File: src/rtl/mem_fill_if.sv
// Request/response and backing-memory signal bundle for mem_fill_responder.
// The slave modport is the responder's view; the master modport is the pipeline/memory side.
interface mem_fill_if;
    logic        MemoryRequest;
    logic        RequestWrite;
    logic [15:0] MemoryAddressIn;
    logic [15:0] MemoryDataIn;
    logic [15:0] MemData;
    logic [15:0] MemAddress;
    logic        MemCacheWriteEnable;
    logic        MemStall;
    logic        BackEnable;
    logic        BackWrite;
    logic [15:0] BackAddress;
    logic [15:0] BackDataOut;
    logic [15:0] BackDataIn;

    modport slave (
        input  MemoryRequest, RequestWrite, MemoryAddressIn, MemoryDataIn, BackDataIn,
        output MemData, MemAddress, MemCacheWriteEnable, MemStall,
               BackEnable, BackWrite, BackAddress, BackDataOut
    );

    modport master (
        output MemoryRequest, RequestWrite, MemoryAddressIn, MemoryDataIn, BackDataIn,
        input  MemData, MemAddress, MemCacheWriteEnable, MemStall,
               BackEnable, BackWrite, BackAddress, BackDataOut
    );
endinterface

File: src/rtl/mem_fill_responder.sv
// Cache block-fill / word-write responder in front of a fixed-latency backing memory.
// Optional macro FILL_CRITICAL_FIRST_EN starts a fill at the requested word and wraps.
module mem_fill_responder #(
    parameter int LATENCY     = 4,
    parameter int BLOCK_WORDS = 8
) (
    input  logic        clk,
    input  logic        rst,
    mem_fill_if.slave   bus
);

    typedef enum logic [1:0] {IDLE, FILL, WRITE} state_t;

    state_t      state;
    logic [11:0] base_r;
    logic [2:0]  idx;
    logic [3:0]  issue_cnt;
    logic [3:0]  ret_cnt;
    logic [3:0]  wait_cnt;
    logic [2:0]  start_idx;

    logic        vld_p  [LATENCY];
    logic [15:0] addr_p [LATENCY];
    logic [15:0] data_hold;
    logic [15:0] addr_hold;
    logic        pop;

`ifdef FILL_CRITICAL_FIRST_EN
    assign start_idx = bus.MemoryAddressIn[3:1];
`else
    assign start_idx = 3'd0;
`endif

    assign pop = vld_p[LATENCY-1];

    always_ff @(posedge clk) begin
        if (!rst) begin
            state           <= IDLE;
            base_r          <= '0;
            idx             <= '0;
            issue_cnt       <= '0;
            ret_cnt         <= '0;
            wait_cnt        <= '0;
            bus.BackEnable  <= 1'b0;
            bus.BackWrite   <= 1'b0;
            bus.BackAddress <= '0;
            bus.BackDataOut <= '0;
        end else begin
            case (state)
                IDLE: begin
                    if (bus.MemoryRequest) begin
                        bus.BackEnable <= 1'b1;
                        if (bus.RequestWrite) begin
                            state           <= WRITE;
                            bus.BackWrite   <= 1'b1;
                            bus.BackAddress <= bus.MemoryAddressIn & 16'hFFFE;
                            bus.BackDataOut <= bus.MemoryDataIn;
                            wait_cnt        <= '0;
                        end else begin
                            state           <= FILL;
                            bus.BackWrite   <= 1'b0;
                            base_r          <= bus.MemoryAddressIn[15:4];
                            bus.BackAddress <= {bus.MemoryAddressIn[15:4], start_idx, 1'b0};
                            idx             <= start_idx + 3'd1;
                            issue_cnt       <= 4'd1;
                            ret_cnt         <= '0;
                        end
                    end
                end
                FILL: begin
                    // Word index wraps within the block, so the address never leaves it.
                    if (issue_cnt < 4'(BLOCK_WORDS)) begin
                        bus.BackEnable  <= 1'b1;
                        bus.BackAddress <= {base_r, idx, 1'b0};
                        idx             <= idx + 3'd1;
                        issue_cnt       <= issue_cnt + 4'd1;
                    end else begin
                        bus.BackEnable  <= 1'b0;
                    end
                    if (pop) begin
                        if (ret_cnt == 4'(BLOCK_WORDS - 1)) begin
                            state   <= IDLE;
                            ret_cnt <= '0;
                        end else begin
                            ret_cnt <= ret_cnt + 4'd1;
                        end
                    end
                end
                WRITE: begin
                    bus.BackEnable <= 1'b0;
                    bus.BackWrite  <= 1'b0;
                    if (wait_cnt == 4'(LATENCY)) state <= IDLE;
                    else wait_cnt <= wait_cnt + 4'd1;
                end
                default: state <= IDLE;
            endcase
        end
    end

    // Read-latency tracker: valid bit per issued read, popped as its data arrives.
    always_ff @(posedge clk) begin
        if (!rst) begin
            for (int i = 0; i < LATENCY; i++) vld_p[i] <= 1'b0;
            data_hold <= '0;
            addr_hold <= '0;
        end else begin
            vld_p[0] <= bus.BackEnable & ~bus.BackWrite;
            for (int i = 1; i < LATENCY; i++) vld_p[i] <= vld_p[i-1];
            if (pop) begin
                data_hold <= bus.BackDataIn;
                addr_hold <= addr_p[LATENCY-1];
            end
        end
    end

    always_ff @(posedge clk) begin
        addr_p[0] <= bus.BackAddress;
        for (int i = 1; i < LATENCY; i++) addr_p[i] <= addr_p[i-1];
    end

    assign bus.MemCacheWriteEnable = pop;
    assign bus.MemData    = pop ? bus.BackDataIn       : data_hold;
    assign bus.MemAddress = pop ? addr_p[LATENCY-1]    : addr_hold;
    assign bus.MemStall   = (state != IDLE) | ((state == IDLE) & bus.MemoryRequest);

endmodule

File: src/flat_wrapper.sv
// flat-port wrapper written by rule: the top's interface ports become plain ports
module mem_fill_responder_flat 
#(
    parameter int LATENCY     = 4,
    parameter int BLOCK_WORDS = 8
)
  (clk, rst, bus_MemoryRequest, bus_RequestWrite, bus_MemoryAddressIn, bus_MemoryDataIn, bus_BackDataIn, bus_MemData, bus_MemAddress, bus_MemCacheWriteEnable, bus_MemStall, bus_BackEnable, bus_BackWrite, bus_BackAddress, bus_BackDataOut);
  mem_fill_if bus_i ();
  input  logic clk;
  input  logic rst;
  input wire logic [$bits(bus_i.MemoryRequest)-1:0] bus_MemoryRequest;
  input wire logic [$bits(bus_i.RequestWrite)-1:0] bus_RequestWrite;
  input wire logic [$bits(bus_i.MemoryAddressIn)-1:0] bus_MemoryAddressIn;
  input wire logic [$bits(bus_i.MemoryDataIn)-1:0] bus_MemoryDataIn;
  input wire logic [$bits(bus_i.BackDataIn)-1:0] bus_BackDataIn;
  output wire logic [$bits(bus_i.MemData)-1:0] bus_MemData;
  output wire logic [$bits(bus_i.MemAddress)-1:0] bus_MemAddress;
  output wire logic [$bits(bus_i.MemCacheWriteEnable)-1:0] bus_MemCacheWriteEnable;
  output wire logic [$bits(bus_i.MemStall)-1:0] bus_MemStall;
  output wire logic [$bits(bus_i.BackEnable)-1:0] bus_BackEnable;
  output wire logic [$bits(bus_i.BackWrite)-1:0] bus_BackWrite;
  output wire logic [$bits(bus_i.BackAddress)-1:0] bus_BackAddress;
  output wire logic [$bits(bus_i.BackDataOut)-1:0] bus_BackDataOut;
  assign bus_i.MemoryRequest = bus_MemoryRequest;
  assign bus_i.RequestWrite = bus_RequestWrite;
  assign bus_i.MemoryAddressIn = bus_MemoryAddressIn;
  assign bus_i.MemoryDataIn = bus_MemoryDataIn;
  assign bus_i.BackDataIn = bus_BackDataIn;
  assign bus_MemData = bus_i.MemData;
  assign bus_MemAddress = bus_i.MemAddress;
  assign bus_MemCacheWriteEnable = bus_i.MemCacheWriteEnable;
  assign bus_MemStall = bus_i.MemStall;
  assign bus_BackEnable = bus_i.BackEnable;
  assign bus_BackWrite = bus_i.BackWrite;
  assign bus_BackAddress = bus_i.BackAddress;
  assign bus_BackDataOut = bus_i.BackDataOut;
  mem_fill_responder #(.LATENCY(LATENCY), .BLOCK_WORDS(BLOCK_WORDS)) u_core (.clk(clk), .rst(rst), .bus(bus_i));
endmodule
File: config.mk
export PLATFORM = sky130hd
export DESIGN_NAME = mem_fill_responder_flat
export DESIGN_NICKNAME = d
export VERILOG_FILES = /design/src/rtl/mem_fill_if.sv /design/src/rtl/mem_fill_responder.sv /design/src/flat_wrapper.sv
export SDC_FILE = /design/constraint.sdc
export NUM_CORES = 1
export LEC_CHECK = 0
export BUFFER_PORTS_ARGS = -buffer_cell sky130_fd_sc_hd__buf_2
export CORE_AREA = 5 5 102 104
export CTS_BUF_LIST = sky130_fd_sc_hd__clkbuf_8
export CTS_CLUSTER_SIZE = 28
export DETAILED_ROUTE_END_ITERATION = 8
export DIE_AREA = 0 0 107 109
export PLACE_DENSITY = 0.82
export SLEW_MARGIN = 0
export SYNTH_ARGS = -nofsm -noshare
export SYNTH_HDL_FRONTEND = slang
export SYNTH_SLANG_ARGS = --single-unit
File: constraint.sdc
create_clock -name clk -period 3.7 [get_ports clk]
set_clock_uncertainty 0.2 [all_clocks]
set_input_delay 0 -clock clk [delete_from_list [all_inputs] [get_ports clk]]
set_output_delay 0 -clock clk [all_outputs]
set_load 0.01 [all_outputs]
==> results of run 1 <==
## cell type report
type	instances	area, µm²	area share (%)
clock buffer	18	247.7	3.511
timing repair buffer	212	1531	21.70
inverter	5	18.77	0.2660
clock inverter	14	136.4	1.933
sequential	158	3163	44.82
tap	114	142.6	2.021
multi-input combinational	302	1817	25.74
## metrics by stage
stage | instances | hold slack (ns)
after floorplan | 497 | -0.06404
after global placement | 698 | 0.03979
after detailed placement | 698 | 0.04775
after CTS | 823 | 0.1201
after global routing | 823 | 0.1211
final | 823 | 0.1239
## sequential cells by signal, indices dropped and copies added (netlist names)
register,cells
u_core.ret_cnt,4
u_core.issue_cnt,4
u_core.bus.BackAddress,15
u_core.wait_cnt,4
u_core.bus.BackWrite,1
u_core.idx,3
u_core.data_hold,16
u_core.state,2
u_core.bus.BackEnable,1
u_core.addr_p,60
u_core.addr_hold,16
u_core.bus.BackDataOut,16
u_core.vld_p,4
u_core.base_r,12
## how the worst min path moves through the flow
stage	to	slack (ns)
after detailed placement	u_core.bus.BackDataOut[4]	0.05
after global routing	u_core.addr_p[2][11]	0.12
after floorplan	u_core.base_r[0]	-0.06
final	u_core.addr_p[1][14]	0.12
after CTS	u_core.addr_p[1][9]	0.12
after global placement	u_core.bus.BackDataOut[14]	0.04
## placed cells by master, fill, tap and decap left out, drive strengths merged, types with 2 or more instances in the layout
| cell | count |
|---|---|
| nand2b | 4 |
| ha | 5 |
| dlygate4sd3 | 93 |
| nand3 | 16 |
| dfxtp | 158 |
| nor3 | 4 |
| a2111oi | 2 |
| xor2 | 2 |
| nor2 | 28 |
| clkbuf | 18 |
| mux2 | 31 |
| clkinvlp | 5 |
| o21ai | 4 |
| a21oi | 34 |
| and2 | 35 |
| nand2 | 94 |
| nor2b | 4 |
| a31oi | 2 |
| a311oi | 15 |
| buf | 119 |
| a211oi | 3 |
| inv | 9 |
| nand3b | 3 |
| clkinv | 4 |
| nor4b | 2 |
| a22oi | 2 |
## metal layers
layer / vias to the layer above / GRT usage, % / share of wire (%)
met5: - / 0 / 0
met4: 0 / 8.676 / 2.1
met3: 25 / 7.223 / 5.8
met2: 175 / 40.20 / 51
met1: 1976 / 24.82 / 41
li1: 2067 / - / -
## power groups by stage
stage	logic [mW]	clock network, mW	registers, mW
finish	0.307	1.20	1.88
global route	0.335	1.31	1.89
CTS	0.295	1.22	1.88
detailed placement	0.235	0	1.91
global placement	0.227	0	1.91
floorplan	0.154	0	1.91
## cells by family (layout without fill, tap and decap cells)
| family | count (synthesis) | count (layout) | synth area share, % |
|---|---|---|---|
| muxes | 31 | 31 | 6.724 |
| AOI/OAI and AO/OA | 68 | 68 | 8.436 |
| and+or+nand+nor | 195 | 195 | 18.22 |
| DFF | 158 | 158 | 60.93 |
| adders and majority gates | 5 | 5 | 1.205 |
| buffers and inverters | 37 | 249 | 4.073 |
| xor gates and xnor gates | 2 | 2 | 0.3375 |
| other | 1 | 1 | 0.07224 |
## worst max-delay path: stages (launching register included)
cell and delay [ns]:
dfxtp_1 0.56, nor4b_4 0.86, nand2_1 0.13, dlygate4sd3_1 0.60
a21oi_1 0.14
==> qor.txt, run 1 <==
outcome = finished, final reports clean
Hold Vio Cnt, Final = 0
post-synth top area share = 60.93%
Internal = 2.529 mW
row count = 36
hold depth = 0
RSZ-0062 raised after global routing = false
Synth Area per Inst = 10.45 µm²
crit path time final = 2.570 ns
die height = 109 µm
clock root cell = clkbuf_8
largest net degree at the start of global routing = 56
Place WS = 1.379 ns
total of max-cap violations = 0
Hold WC Path Type = reg2reg
Post-Synthesis Cell Area = 0.005191 mm²
crit path capture = u_core.base_r[6]
Final ANT Viol Nets = 0
routed wire length = 12.51 mm
all-layer global routing usage = 22.44%
Avg WL per Cell = 15.20 µm
startpoint types = flop
reg2reg start = u_core.state[1]
Sw Ratio = 25.27%
DR iter-0 viols = 348
Pre-antenna DRT Iters = 5
leakage power = 3.068 nW
fin crit share = 69.45%
Buffers on Ports = 117
register area share after synthesis = 60.93%
ys flop type = dfxtp_1
H-tree depth = 4
# Post-CTS Setup Buffers = 0
share of cells above drive strength 1 = 26.52%
CP Data Arrival Time = 2.73 ns
synthesized instance count = 497
initial core utilization = 54.88%
asr flop ratio synth = 0%
Worst Max-Slew Pin Slew = 0.9068 ns
synth warn = 0
Die Width = 107 µm
Reg2Reg Depth = 4
Via Count = 4243
Comb pwr share = 9.1%
cts bufs inserted = 17
power density cells = 479.6 mW/mm²
Final #Nets = 753
FF-to-FF End = u_core.base_r[6]
post-route cell area = 0.007057 mm²
R2R Setup Slk = 1.13 ns
fillcell total = 609
relative slew slack = 39.46%
Critical Path Source = u_core.state[1]
DP Wirelength = 6.682 mm
clock share of power = 35.5%
Final WS setup = 1.130 ns
endpoints failing setup = 0
VDD IR max = 0.2511 mV
CTS tree = yes
total power = 3.385 mW
Avg Vias per Cell = 5.156
final routed DRC violation total = 0
CTS max path bufs = 2
critical path peak fanout = 17
hold buffers post-CTS = 93
count leader, synth = dfxtp_1
post-cts resize count = 0
Util after Layout = 74.60%
Max Slew Vio Count = 0
CTS Sinks = 158
leading area contributor after synthesis = dfxtp_1
Layout area overhead = 35.94%
top area cells in the synthesized netlist = dfxtp_1, nand2_1, mux2_2
total congestion overflow = 0
core area = 0.009459 mm²
Crit Path Class = reg2reg
Clock transition at path regs = 0.08 ns
Die Area = 0.01166 mm²
Worst-Skew Late Latency = 0.44 ns
post-synthesis cell type count = 42
Data required, critical path = 3.86 ns
first-pass GRT wire length = 20.47 mm
Min-Delay Startpoint = u_core.addr_p[0][14]
vias in the first global route = 4318
io pins = 120
Sw Pwr = 0.8553 mW
Setup TNS = 0 ns
Placed Area = 0.005742 mm²
top cells by count, synth = dfxtp_1, nand2_1, and2_1, a21oi_1, mux2_2
Post-synth EDFFs = 0
initial antenna violation count = 0
Max Freq = 389.1 MHz
FF+latch count, synth = 158
power share of the sequential group = 55.4%
crit end category = flop
Antenna Cells = 0
Syn Nets = 554
Placer Congestion = 0.7879
Note: power is estimated with default switching activity, not from simulation.
==> run 2: changes to the inputs <==
CORE_AREA = 5 5 104 106   (was 5 5 102 104)
DIE_AREA = 0 0 109 111   (was 0 0 107 109)
PLACE_DENSITY = 0.79   (was 0.82)
clock period = 2.62 ns   (was 3.7 ns; I/O delays follow)
==> qor.txt, run 2 (same netlist as run 1, synthesis figures left out) <==
RSZ-0062 raised after global routing = false (unchanged)
M1 GR Usage = 24.23% (was 24.82%)
Setup TNS = 0 ns (unchanged)
total of max-cap violations = 0 (unchanged)
Layout area overhead = 34.01% (was 35.94%)
crit path time final = 2.512 ns (was 2.570 ns)
DR iter-0 viols = 318 (was 348)
Hold WC Path Type = reg2reg (unchanged)
largest net degree at the start of global routing = 56 (unchanged)
busiest grt layer = met2 (unchanged)
M2 GR Usage = 36.65% (was 40.20%)
fillcell total = 629 (was 609)
Die Area = 0.01210 mm² (was 0.01166 mm²)
power density cells = 694.1 mW/mm² (was 479.6 mW/mm²)
routed wire length = 12.46 mm (was 12.51 mm)
core area = 0.009684 mm² (was 0.009459 mm²)
Avg Vias per Cell = 5.068 (was 5.156)
startpoint types = flop (unchanged)
Avg WL per Cell = 15.03 µm (was 15.20 µm)
Worst-Skew Late Latency = 0.44 ns (about the same)
final routed DRC violation total = 0 (unchanged)
Final #Nets = 741 (was 753)
cts bufs inserted = 17 (unchanged)
area of the multi-input gates = 0.001817 mm² (unchanged)
Final ANT Viol Nets = 0 (unchanged)
H-tree depth = 4 (unchanged)
Pre-antenna DRT Iters = 7 (was 5)
CTS max path bufs = 2 (unchanged)
Buffers on Ports = 117 (unchanged)
io pins = 120 (unchanged)
row count = 36 (unchanged)
Largest register FFs = 60 (unchanged)
Hold Vio Cnt, Final = 0 (unchanged)
total power = 4.829 mW (was 3.385 mW)
Data required, critical path = 2.78 ns (was 3.86 ns)
die height = 111 µm (was 109 µm)
first-pass GRT wire length = 20.42 mm (was 20.47 mm)
Reg with most FFs = u_core.addr_p (unchanged)
Max Slew Vio Count = 0 (unchanged)
M3 GR Usage = 7.222% (was 7.223%)
fin crit share = 95.88% (was 69.45%)
leakage power = 2.993 nW (was 3.068 nW)
all-layer global routing usage = 21.47% (was 22.44%)
Clock transition at path regs = 0.09 ns (was 0.08 ns)
critical path peak fanout = 17 (unchanged)
Via Count = 4201 (was 4243)
Worst Max-Slew Pin Slew = 0.9347 ns (was 0.9068 ns)
share of cells above drive strength 1 = 27.01% (was 26.52%)
most common cell after layout, fill and taps aside = dfxtp_1 (unchanged)
Antenna Cells = 0 (unchanged)
total congestion overflow = 0 (unchanged)
clock root cell = clkbuf_8 (unchanged)
endpoints failing setup = 0 (unchanged)
vias in the first global route = 4235 (was 4318)
CTS tree = yes (unchanged)
DP Wirelength = 6.990 mm (was 6.682 mm)
CP Data Arrival Time = 2.67 ns (was 2.73 ns)
initial core utilization = 53.60% (was 54.88%)
commonest non-fill, non-tap cells in the layout = dfxtp_1, buf_2, nand2_1 (unchanged)
initial antenna violation count = 0 (unchanged)
Placer Congestion = 0.8313 (was 0.7879)
Crit Path Class = reg2reg (unchanged)
FF+latch area = 0.003163 mm² (unchanged)
Die Width = 109 µm (was 107 µm)
outcome = finished, final reports clean (unchanged)
relative slew slack = 37.60% (was 39.46%)
CTS Sinks = 158 (unchanged)
VDD IR max = 0.3846 mV (was 0.2511 mV)
post-cts resize count = 0 (unchanged)
Max Freq = 398.1 MHz (was 389.1 MHz)
crit end category = flop (unchanged)
==> run 2: what timing repair did <==
| action | CTS | global route |
|---|---|---|
| hold buffers | 78 | 0 |
| hold endpoints to repair | 95 | 0 |
| setup buffers | 0 | 0 |
==> run 2: area by class of cell <==
class                      count  area share, %
clock buffer                  18          3.561
clock inverter                13          2.014
inverter                       5         0.2698
multi-input combinational    302          26.12
sequential                   158          45.47
tap                          133          2.392
timing repair buffer         200          20.18
==> run 2: final timing paths <==
check | cells after the start | slack, ns | end | start
worst min-delay path | 0 | 0.12 | u_core.addr_p[1][6] | u_core.addr_p[0][6]
worst min register to register | 0 | 0.12 | u_core.addr_p[1][6] | u_core.addr_p[0][6]
worst max register to register | 4 | 0.11 | u_core.bus.BackDataOut[9] | u_core.state[1]
worst max-delay path | 4 | 0.11 | u_core.bus.BackDataOut[9] | u_core.state[1]
==> run 2: layer usage <==
metal	routed length, µm	share of wire (%)
met4	312	2.5
met1	4814	39
met5	0	0
met2	6393	51
met3	944	7.6
==> run 2: power by group <==
| part | internal [mW] | switching (mW) | leakage, nW |
|---|---|---|---|
| Combinational | 0.210 | 0.233 | 1.50 |
| Sequential | 2.57 | 0.0745 | 1.30 |
| Clock | 0.870 | 0.868 | 0.198 |
| Total | 3.65 | 1.18 | 2.99 |
==> run 2: worst max-delay path, cell delays in order (launching register included) <==
cell and delay (ns):
dfxtp_1 0.56, nor3_4 0.70, nand2_1 0.19, dlygate4sd3_1 0.64, a21oi_1 0.14
==> run 2: stage by stage <==
step | setup WS (ns) | cells | hold WS [ns] | util [%] | cell area (µm²)
3_5_place_dp | 0.4414 | 720 | 0.04609 | 59.77 | 5788
2_1_floorplan | 0.9961 | 497 | -0.06404 | - | 5191
5_1_grt | 0.01144 | 829 | 0.1267 | 71.83 | 6957
6_report | 0.1080 | 829 | 0.1242 | 71.83 | 6957
4_1_cts | 0.2745 | 829 | 0.1231 | 71.83 | 6957
3_3_place_gp | 0.5345 | 720 | 0.04059 | 59.77 | 5788
==> run 3: changes to the inputs <==
ABC_AREA = 1   (was unset)
BUFFER_PORTS_ARGS = -buffer_cell sky130_fd_sc_hd__clkbuf_2   (was -buffer_cell sky130_fd_sc_hd__buf_2)
CORE_AREA = 5 5 103 105   (was 5 5 104 106)
DIE_AREA = 0 0 108 110   (was 0 0 109 111)
PLACE_DENSITY = 0.8   (was 0.79)
clock period = 2.65 ns   (was 2.62 ns; I/O delays follow)
==> qor.txt, run 3 <==
Pre-antenna DRT Iters = 5 (was 7)
Avg WL per Cell = 13.82 µm (was 15.03 µm)
Place WS = 0.7587 ns (was 0.4414 ns)
Worst path most repeated cell = nor2_1
Hold Vio Cnt, Final = 0 (unchanged)
final hold slack = 0.1215 ns (was 0.1242 ns)
total power = 5.915 mW (was 4.829 mW)
Placer Congestion = 0.8533 (was 0.8313)
VDD IR max = 0.5830 mV (was 0.3846 mV)
Largest register FFs = 60 (unchanged)
initial core utilization = 54.01% (was 53.60%)
Max Freq = 420.7 MHz (was 398.1 MHz)
Syn Nets = 652 (was 554)
commonest non-fill, non-tap cells in the layout = nand2_1, dfxtp_1, clkbuf_2 (was dfxtp_1, buf_2, nand2_1)
synthesized instance count = 595 (was 497)
CP max-delay cell = dlygate4sd3_1 (was nor3_4)
first-pass GRT wire length = 21.13 mm (was 20.42 mm)
outcome = finished, final reports clean (unchanged)
count leader, synth = nand2_1 (was dfxtp_1)
Avg Vias per Cell = 4.943 (was 5.068)
share of cells above drive strength 1 = 20.35% (was 27.01%)
CTS tree = yes (unchanged)
top area cells in the synthesized netlist = dfxtp_1, nand2_1, nor2_1 (was dfxtp_1, nand2_1, mux2_2)
power density cells = 848.6 mW/mm² (was 694.1 mW/mm²)
all-layer global routing usage = 22.41% (was 21.47%)
cts bufs inserted = 17 (unchanged)
core area = 0.009549 mm² (was 0.009684 mm²)
DR iter-0 viols = 402 (was 318)
CTS max path bufs = 2 (unchanged)
Setup TNS = 0 ns (unchanged)
synth warn = 0 (unchanged)
FF+latch count, synth = 158 (unchanged)
CP delay by family, top = buffers and inverters (was simple AND/OR/NAND/NOR gates)
leakage power = 3.380 nW (was 2.993 nW)
asr flop ratio synth = 0% (unchanged)
leading area contributor after synthesis = dfxtp_1 (unchanged)
Util after Layout = 73.00% (was 71.83%)
critical path peak fanout = 13 (was 17)
Layout Cells excl Fill = 934 (was 829)
die height = 110 µm (was 111 µm)
fin crit share = 89.70% (was 95.88%)
Final #Nets = 846 (was 741)
endpoints failing setup = 0 (unchanged)
Synth Area per Inst = 8.668 µm² (was 10.45 µm²)
Final WS setup = 0.2729 ns (was 0.1080 ns)
initial antenna violation count = 0 (unchanged)
Crit Path Class = reg2reg (unchanged)
Via Count = 4617 (was 4201)
Final ANT Viol Nets = 0 (unchanged)
DP Wirelength = 7.422 mm (was 6.990 mm)
top cells by count, synth = nand2_1, dfxtp_1, nor2_1, a21oi_1, o21ai_0 (was dfxtp_1, nand2_1, and2_1, a21oi_1, mux2_2)
row count = 36 (unchanged)
worst path buffer plus inverter count = 3 (was 1)
Clock transition at path regs = 0.08 ns (was 0.09 ns)
final routed DRC violation total = 0 (unchanged)
crit path time final = 2.377 ns (was 2.512 ns)
register area share after synthesis = 61.33% (was 60.93%)
startpoint types = flop (unchanged)
RSZ-0062 raised after global routing = false (unchanged)
Layout area overhead = 35.15% (was 34.01%)
Die Width = 108 µm (was 109 µm)
routed wire length = 12.91 mm (was 12.46 mm)
post-synth top area share = 61.33% (was 60.93%)
crit path cell chain = nor2_4, nand2_1, nor2_1, buf_4, inv_1, nor2_1, nor2_1, dlygate4sd3_1 (was nor3_4, nand2_1, dlygate4sd3_1, a21oi_1)
Placed Area = 0.005812 mm² (was 0.005788 mm²)
io pins = 120 (unchanged)
Post-Synthesis Cell Area = 0.005157 mm² (was 0.005191 mm²)
Max Slew Vio Count = 0 (unchanged)
Die Area = 0.01188 mm² (was 0.01210 mm²)
Cells after DPL = 823 (was 720)
post-route cell area = 0.006970 mm² (was 0.006957 mm²)
# Post-CTS Setup Buffers = 0 (unchanged)
clock root cell = clkbuf_8 (unchanged)
Antenna Cells = 0 (unchanged)
CP Data Arrival Time = 2.50 ns (was 2.67 ns)
crit end category = flop (unchanged)
Buffers on Ports = 117 (unchanged)
ys flop type = dfxtp_1 (unchanged)
CP peak stage delay = 0.55 ns (was 0.70 ns)
Worst Max-Slew Pin Slew = 0.5421 ns (was 0.9347 ns)
relative slew slack = 63.73% (was 37.60%)
Reg with most FFs = u_core.addr_p (unchanged)
largest net degree at the start of global routing = 56 (unchanged)
total of max-cap violations = 0 (unchanged)
post-synthesis cell type count = 22 (was 42)
Hold WC Path Type = reg2reg (unchanged)
vias in the first global route = 4506 (was 4235)
CTS Sinks = 158 (unchanged)
Post-synth EDFFs = 0 (unchanged)
H-tree depth = 4 (unchanged)
Worst-Skew Late Latency = 0.43 ns (was 0.44 ns)
total congestion overflow = 0 (unchanged)
Data required, critical path = 2.77 ns (was 2.78 ns)
==> run 3: worst reg2reg max path: stages, from the launching register on <==
cell and delay [ns]:
dfxtp_1 0.40, nor2_4 0.21, nand2_1 0.13, nor2_1 0.12, buf_4 0.19, inv_1 0.21, nor2_1 0.19, nor2_1 0.07
dlygate4sd3_1 0.55
==> run 3: worst paths after layout <==
check                                           from  slack, ns              endpoint  depth (start not counted)
worst max-delay path                 u_core.state[0]       0.27      u_core.base_r[8]                          8
worst min-delay path            u_core.addr_p[0][15]       0.12  u_core.addr_p[1][15]                          0
worst max register to register       u_core.state[0]       0.27      u_core.base_r[8]                          8
worst min register to register  u_core.addr_p[0][15]       0.12  u_core.addr_p[1][15]                          0
==> run 3: cells by family (layout without fill, tap and decap cells) <==
family / count (synthesis) / in the layout / synth area share [%]
AO/OA/AOI/OAI: 99 / 99 / 10.92
other: 1 / 1 / 0.07271
adder cells (fa/ha/maj): 5 / 5 / 1.213
XOR/XNOR: 1 / 1 / 0.1699
buffers and inverters: 55 / 261 / 4.731
AND/OR/NAND/NOR: 276 / 276 / 21.57
flip-flops: 158 / 158 / 61.33
==> run 3: timing repair <==
action,4_1_cts,5_1_grt
hold buffers,80,0
setup endpoints to repair,0,1
resized for setup,0,1
endpoints found under the hold margin,79,0
==> run 3: final cells by class <==
cell class              count  area, µm²
flip-flops and latches    158       3163
multi-input cells         382       1753
fillers                   648       2579
clock inverters            13      107.6
inverters                  27      101.3
clock buffers              18      247.7
repair buffers            203       1431
well taps                 133      166.4
==> run 3: per-layer routing <==
layer	up-vias	GRT usage [%]	part of all wire, %
met2	183	39.48	51
li1	2299	-	-
met1	2104	26.67	41
met5	-	0	0
met4	0	9.017	2.6
met3	31	4.950	6.1
==> run 3: report_power, final <==
group	leakage, nW	total [mW]	internal, mW	switching (mW)
Combinational	1.90	1.16	0.460	0.698
Sequential	1.30	3.18	2.95	0.232
Clock	0.183	1.58	0.690	0.889
Total	3.38	5.92	4.10	1.82
